$ cat src/rtl/id_pkg.sv
// id_pkg: MIPS opcode/funct constants, control bundle and decode helper for the ID stage
package id_pkg;
  localparam logic [5:0] OP_R    = 6'h00;
  localparam logic [5:0] OP_J    = 6'h02;
  localparam logic [5:0] OP_JAL  = 6'h03;
  localparam logic [5:0] OP_BEQ  = 6'h04;
  localparam logic [5:0] OP_BNE  = 6'h05;
  localparam logic [5:0] OP_ORI  = 6'h0d;
  localparam logic [5:0] OP_LUI  = 6'h0f;
  localparam logic [5:0] OP_LW   = 6'h23;
  localparam logic [5:0] OP_SW   = 6'h2b;
  localparam logic [5:0] F_JR    = 6'h08;
  localparam logic [5:0] F_ADDU  = 6'h21;
  localparam logic [5:0] F_SUBU  = 6'h23;
  typedef enum logic [1:0] {EXT_ZERO = 2'd0, EXT_SIGN = 2'd1, EXT_LUI = 2'd2} ext_e;
  typedef struct packed {
    logic regwrite;
    logic memread;
    logic memwrite;
    ext_e ext_mode;
    logic is_branch;
    logic is_jump;
    logic uses_rs;
    logic uses_rt;
  } ctrl_t;
  function automatic ctrl_t decode(input logic [5:0] op, input logic [5:0] funct);
    ctrl_t c;
    c = '0;
    case (op)
      OP_R: begin
        if (funct == F_ADDU || funct == F_SUBU) begin
          c.regwrite = 1'b1;
          c.uses_rs = 1'b1;
          c.uses_rt = 1'b1;
        end else if (funct == F_JR) begin
          c.is_jump = 1'b1;
          c.uses_rs = 1'b1;
        end
      end
      OP_ORI: begin
        c.regwrite = 1'b1;
        c.uses_rs = 1'b1;
      end
      OP_LUI: begin
        c.regwrite = 1'b1;
        c.ext_mode = EXT_LUI;
      end
      OP_LW: begin
        c.regwrite = 1'b1;
        c.memread = 1'b1;
        c.ext_mode = EXT_SIGN;
        c.uses_rs = 1'b1;
      end
      OP_SW: begin
        c.memwrite = 1'b1;
        c.ext_mode = EXT_SIGN;
        c.uses_rs = 1'b1;
        c.uses_rt = 1'b1;
      end
      OP_BEQ, OP_BNE: begin
        c.is_branch = 1'b1;
        c.ext_mode = EXT_SIGN;
        c.uses_rs = 1'b1;
        c.uses_rt = 1'b1;
      end
      OP_J: c.is_jump = 1'b1;
      OP_JAL: begin
        c.regwrite = 1'b1;
        c.is_jump = 1'b1;
      end
      default: c = '0;
    endcase
    return c;
  endfunction
endpackage

$ cat src/rtl/id_stage_grf_bypass.sv
// grf_bypass: 2R1W register file, register 0 hardwired to zero, same-cycle write visible on reads
module grf_bypass
  import id_pkg::*;
#(
  parameter int DATA_W = 32,
  parameter int REG_NUM = 32,
  localparam int ADDR_W = $clog2(REG_NUM)
) (
  input  logic              clk,
  input  logic              reset,
  input  logic              we,
  input  logic [ADDR_W-1:0] wa,
  input  logic [DATA_W-1:0] wd,
  input  logic [ADDR_W-1:0] ra1,
  input  logic [ADDR_W-1:0] ra2,
  output logic [DATA_W-1:0] rd1,
  output logic [DATA_W-1:0] rd2
);
  logic [DATA_W-1:0] regs [REG_NUM];
  always_ff @(posedge clk or posedge reset)
    if (reset) for (int i = 0; i < REG_NUM; i++) regs[i] <= '0;
    else if (we && wa != '0) regs[wa] <= wd;
  assign rd1 = ra1 == '0 ? '0 : (we && wa == ra1) ? wd : regs[ra1];
  assign rd2 = ra2 == '0 ? '0 : (we && wa == ra2) ? wd : regs[ra2];
endmodule

$ cat src/rtl/id_stage.sv
// id_stage: MIPS decode with bypassed register read, branch/jump resolution, hazard stall and ID/EX register
module id_stage
  import id_pkg::*;
#(
  parameter int DATA_W = 32,
  parameter int REG_NUM = 32,
  parameter int LINK_REG = REG_NUM - 1,
  localparam int ADDR_W = $clog2(REG_NUM)
) (
  input  logic              clk,
  input  logic              reset,
  input  logic              if_valid,
  input  logic [31:0]       if_pc,
  input  logic [31:0]       if_instr,
  output logic              id_ready,
  output logic              br_taken,
  output logic [31:0]       br_target,
  input  logic              flush,
  input  logic              mem_we,
  input  logic [ADDR_W-1:0] mem_addr,
  input  logic [DATA_W-1:0] mem_data,
  input  logic              wb_we,
  input  logic [ADDR_W-1:0] wb_addr,
  input  logic [DATA_W-1:0] wb_data,
  input  logic              ex_ready,
  output logic              ex_valid,
  output logic [31:0]       ex_pc,
  output logic [31:0]       ex_instr,
  output logic [DATA_W-1:0] ex_rd1,
  output logic [DATA_W-1:0] ex_rd2,
  output logic [DATA_W-1:0] ex_imm,
  output logic [ADDR_W-1:0] ex_dst,
  output logic              ex_regwrite,
  output logic              ex_memread,
  output logic              ex_memwrite
);
  logic [5:0] op;
  logic [15:0] imm;
  logic [ADDR_W-1:0] rs, rt, rd, dst;
  logic [DATA_W-1:0] rf1, rf2, op1, op2, ext;
  logic [31:0] pc4, sext32;
  logic is_jr, hazard, advance, ld;
  ctrl_t c;
  assign op = if_instr[31:26];
  assign imm = if_instr[15:0];
  assign rs = if_instr[21 +: ADDR_W];
  assign rt = if_instr[16 +: ADDR_W];
  assign rd = if_instr[11 +: ADDR_W];
  assign c = decode(op, if_instr[5:0]);
  grf_bypass #(.DATA_W(DATA_W), .REG_NUM(REG_NUM)) u_grf (
    .clk(clk), .reset(reset), .we(wb_we), .wa(wb_addr), .wd(wb_data),
    .ra1(rs), .ra2(rt), .rd1(rf1), .rd2(rf2)
  );
  // MEM beats WB; the register file already covers WB write-through and $0
  assign op1 = (rs != '0 && mem_we && mem_addr == rs) ? mem_data : rf1;
  assign op2 = (rt != '0 && mem_we && mem_addr == rt) ? mem_data : rf2;
  assign sext32 = 32'($signed(imm));
  assign ext = c.ext_mode == EXT_LUI ? DATA_W'({imm, 16'h0000}) :
               c.ext_mode == EXT_SIGN ? DATA_W'($signed(imm)) : DATA_W'(imm);
  assign is_jr = c.is_jump & (op == OP_R);
  assign dst = ~c.regwrite ? '0 : op == OP_R ? rd : op == OP_JAL ? ADDR_W'(LINK_REG) : rt;
  assign hazard = ex_valid & ex_regwrite & (ex_dst != '0) &
                  ((c.uses_rs & (rs == ex_dst)) | (c.uses_rt & (rt == ex_dst))) &
                  (ex_memread | c.is_branch | is_jr);
  assign advance = ~ex_valid | ex_ready;
  assign id_ready = flush | (advance & ~hazard);
  assign br_taken = if_valid & id_ready & ~flush &
                    ((c.is_branch & ((op1 == op2) ^ (op == OP_BNE))) | c.is_jump);
  assign pc4 = if_pc + 32'd4;
  assign br_target = ~br_taken ? pc4 :
                     c.is_branch ? pc4 + {sext32[29:0], 2'b00} :
                     is_jr ? op1[31:0] : {pc4[31:28], if_instr[25:0], 2'b00};
  assign ld = if_valid & ~hazard & ~flush;
  // bubbles and flushes clear the whole ID/EX word, not just the valid bit
  always_ff @(posedge clk or posedge reset)
    if (reset) begin
      ex_valid <= 1'b0;
      ex_pc <= '0;
      ex_instr <= '0;
      ex_rd1 <= '0;
      ex_rd2 <= '0;
      ex_imm <= '0;
      ex_dst <= '0;
      ex_regwrite <= 1'b0;
      ex_memread <= 1'b0;
      ex_memwrite <= 1'b0;
    end else if (flush | advance) begin
      ex_valid <= ld;
      ex_pc <= ld ? if_pc : '0;
      ex_instr <= ld ? if_instr : '0;
      ex_rd1 <= ld ? op1 : '0;
      ex_rd2 <= ld ? op2 : '0;
      ex_imm <= ld ? ext : '0;
      ex_dst <= ld ? dst : '0;
      ex_regwrite <= ld & (dst != '0);
      ex_memread <= ld & c.memread;
      ex_memwrite <= ld & c.memwrite;
    end
endmodule

$ cat config.mk
export PLATFORM = sky130hd
export DESIGN_NAME = id_stage
export DESIGN_NICKNAME = d
export VERILOG_FILES = /design/src/rtl/id_pkg.sv /design/src/rtl/id_stage_grf_bypass.sv /design/src/rtl/id_stage.sv
export SDC_FILE = /design/constraint.sdc
export NUM_CORES = 2
export LEC_CHECK = 0
export ABC_CLOCK_PERIOD_IN_PS = 42400
export BUFFER_PORTS_ARGS = -buffer_cell sky130_fd_sc_hd__clkbuf_2
export CORE_ASPECT_RATIO = 0.5
export CORE_MARGIN = 2
export CORE_UTILIZATION = 45
export DETAILED_ROUTE_END_ITERATION = 12
export SKIP_LAST_GASP = 1
export SYNTH_ARGS = -nofsm -noshare
export SYNTH_HDL_FRONTEND = slang
export SYNTH_SLANG_ARGS = --single-unit
$ cat constraint.sdc
create_clock -name clk -period 42.4 [get_ports clk]
set_input_delay 4.24 -clock clk [delete_from_list [all_inputs] [get_ports clk]]
set_output_delay 4.24 -clock clk [all_outputs]
set_load 0.03 [all_outputs]
==> reports/metrics.yaml <==
crit_chain: "buf_4 > buf_4 > or2_2 > or4_1 > nand3_2 > buf_4 > o32ai_1 > xnor2_1 > nand4_1 > nor4_2 > and4_1 > o211ai_2 > nand2_1 > buf_4 > mux2_2 > clkbuf_2"
ys_types: 71
port_buffers: 347
finalSetupViolCount: 0
finClkSkew_ns: 0.0334
status: "finished, final reports clean"
postSynthCellCount: 4765
place_ws_ns: 27.12
io_pins: 348
htreeDepth: 3
fp.dieH_um: 273
layout.area.seq_mm2: 0.0299
ys_seq_elements: 1193
syn_area_per_cell_um2: 13.6
max-slew-margin-rel_pct: 4.06
grt_max_degree: 153
antenna_found_initial: 12
met3_length_mm: 30.4
syn-num-nets: 4941
critPathSlowestCell: "o32ai_1"
wl_met1_mm: 101
cp_slowest_stage_delay_ns: 1.25
r2r_slack_ns: 38.85
tritoncts: "yes"
min_path_type: "reg -> reg"
area_growth_pct: 10.8
ir_worst_vdd_mv: 0.0403
ctsResizeCount: 0
grt_pass1_wl_mm: 361
synth_flop_cell: "dfrtp_1"
yosysWarnings: 0
initial_utilization_pct: 45.4
crit_top_cell: "buf_4"
p_per_area_mw_per_mm2: 45.3
root_buffer: "clkbuf_16"
async_flop_share_pct: 100
grtUsageTotal_pct: 34.1
fin_crit_sh_pct: 37.3
drive_gt1_share_pct: 45.2
cap_violations: 0
start_kind: "primary input"
finalSetupTns_ns: 0
multi_input_comb_area_mm2: 0.0330
row_count: 98
grt_pass1_vias: 47700
setup_slack_ns: 26.58
synth_edf_count: 0
wl_per_cell_um: 37.1
drc_errors: 0
required_ns: 38.16
p_leak_uw: 0.0317
post-route-util_pct: 50.3
whs_ns: 0.399
maxSlewViolCount: 0
dr.pass1.iters: 8
dr_wl_met2_mm: 110
clockBufferDepth: 3
fmax_mhz: 63.2
endpoint_kind: "output pin"
yosysTopAreaCellShare_pct: 45.9
ys_seq_area_share_pct: 45.9
vias: 48000
vias_per_cell: 7.01
highest_layer: "met5"
die_w_um: 542
core_area_mm2: 0.143
worstMarginPinSlew_ns: 1.43
totalWireLength_mm: 254
cp_data_arrival_time_ns: 11.58
grt_overflow: 0
cp_max_fo: 35
drt_iter0_drc: 6642
clock_sinks: 1193
dpl.hpwl_mm: 157
postCtsSetupRepairBufs: 0
final_common_cell: "dfrtp_1"
num-fill-cells: 12200
clock_latency_ns: 0.76
crit_type: "in -> out"
place_congestion: 0.924
fin_nets: 5033
final_cell_mix: "dfrtp_1 (1193), mux2_2 (1057), mux4_2 (420), clkbuf_2 (339), mux2i_1 (198)"
dieArea_mm2: 0.148
cts_hold_buf: 0
timing.final.crit_period_ns: 15.82
cts-buffers-inserted: 113
grt_setup_unrepaired: "no"
netlist_top_cells_area: "dfrtp_1 (46%), mux2_2 (18%), mux4_2 (15%), mux2i_1 (3.0%), a22o_1 (2.2%)"
synth_area_leader_cell: "dfrtp_1"
hold_violations: 0
ant_nets: 0
syn_area_mm2: 0.0650
path_clk_slew_ns: 0.06
## registers in the layout (all words and copies together) (netlist names)
register     cells
ex_regwrite      1
ex_dst           5
ex_rd1          32
ex_memwrite      1
ex_valid         1
ex_instr        32
u_grf.regs    1024
ex_memread       1
ex_imm          32
ex_rd2          32
ex_pc           32
## final timing paths
| path | from | to | depth (start not counted) |
|---|---|---|---|
| worst min register to register | u_grf.regs[1014]$_DFFE_PP0P_ | u_grf.regs[1014]$_DFFE_PP0P_ | 0 |
| worst min-delay path | u_grf.regs[1014]$_DFFE_PP0P_ | u_grf.regs[1014]$_DFFE_PP0P_ | 0 |
| worst max-delay path | if_instr[23] | br_target[18] | 16 |
| max in group asynchronous | reset | u_grf.regs[281]$_DFFE_PP0P_ | 5 |
| worst max register to register | ex_dst[4]$_DFFE_PP0P_ | ex_memread$_DFFE_PP0P_ | 10 |
| min in group asynchronous | reset | ex_dst[0]$_DFFE_PP0P_ | 2 |
## power breakdown
group	switching, uW	total [uW]	leakage (uW)	internal (uW)
logic	360	736	0.0144	376
clock network	471	1050	0.00185	577
registers	147	1480	0.0154	1330
total	978	3260	0.0317	2280
## kinds of logic (layout without fill, tap and decap cells)
| group | after synthesis | in the layout | share of synthesized area (%) |
|---|---|---|---|
| mux | 1680 | 1680 | 36.0 |
| flops | 1193 | 1193 | 45.9 |
| compound gates | 721 | 721 | 8.67 |
| buf+inv | 558 | 740 | 3.75 |
| simple gates | 468 | 468 | 3.49 |
| xor+xnor | 114 | 114 | 1.54 |
| fa+ha+maj | 31 | 31 | 0.608 |
| other cells | 0 | 3 | 0 |
## Yosys cell counts, types with 24 or more instances
cell type / count
nor2_1: 97
buf_1: 50
mux4_2: 420
inv_1: 42
a21oi_1: 46
xnor2_1: 71
a22o_1: 162
xor2_1: 43
nand2_1: 150
mux2_2: 1057
buf_4: 43
and3_1: 24
o221ai_1: 82
o21ai_0: 89
clkbuf_1: 337
nor3_1: 55
buf_2: 74
a22oi_1: 39
mux2i_1: 198
ha_1: 30
a211oi_1: 33
a31oi_1: 29
a221oi_1: 57
a221o_1: 31
nand3_1: 31
dfrtp_1: 1193
## metrics by stage
step                total power, uW  cell area [um2]  std cells
finish                         3260            72000       6850
global route                   3380            72000       6850
CTS                            3250            72000       6847
detailed placement             2210            68300       6642
global placement               2180            68300       6641
floorplan                      1970            65000       4765
## worst max-delay path: cells and delay by family
| family | cells | cell delay [ns] |
|---|---|---|
| xor+xnor | 1 | 0.29 |
| compound gates | 2 | 1.49 |
| mux | 1 | 0.41 |
| simple gates | 7 | 2.65 |
| buf+inv | 5 | 2.34 |
## routing by layer
layer | GRT usage [%] | up-vias
met2 | 50.4 | 3075
li1 | - | 18700
met5 | 0 | -
met3 | 10.6 | 634
met1 | 46.8 | 25600
met4 | 14.1 | 4
## area by class of cell
class	instances	share of cell area [%]
Multi-Input combinational cell	3014	45.8
Sequential cell	1193	41.4
Clock buffer	165	4.66
Timing Repair Buffer	493	4.06
Tap cell	1900	3.30
Clock inverter	40	0.500
Inverter	42	0.229
Antenna cell	3	0.0104
Power figures use the tool's default switching activity.
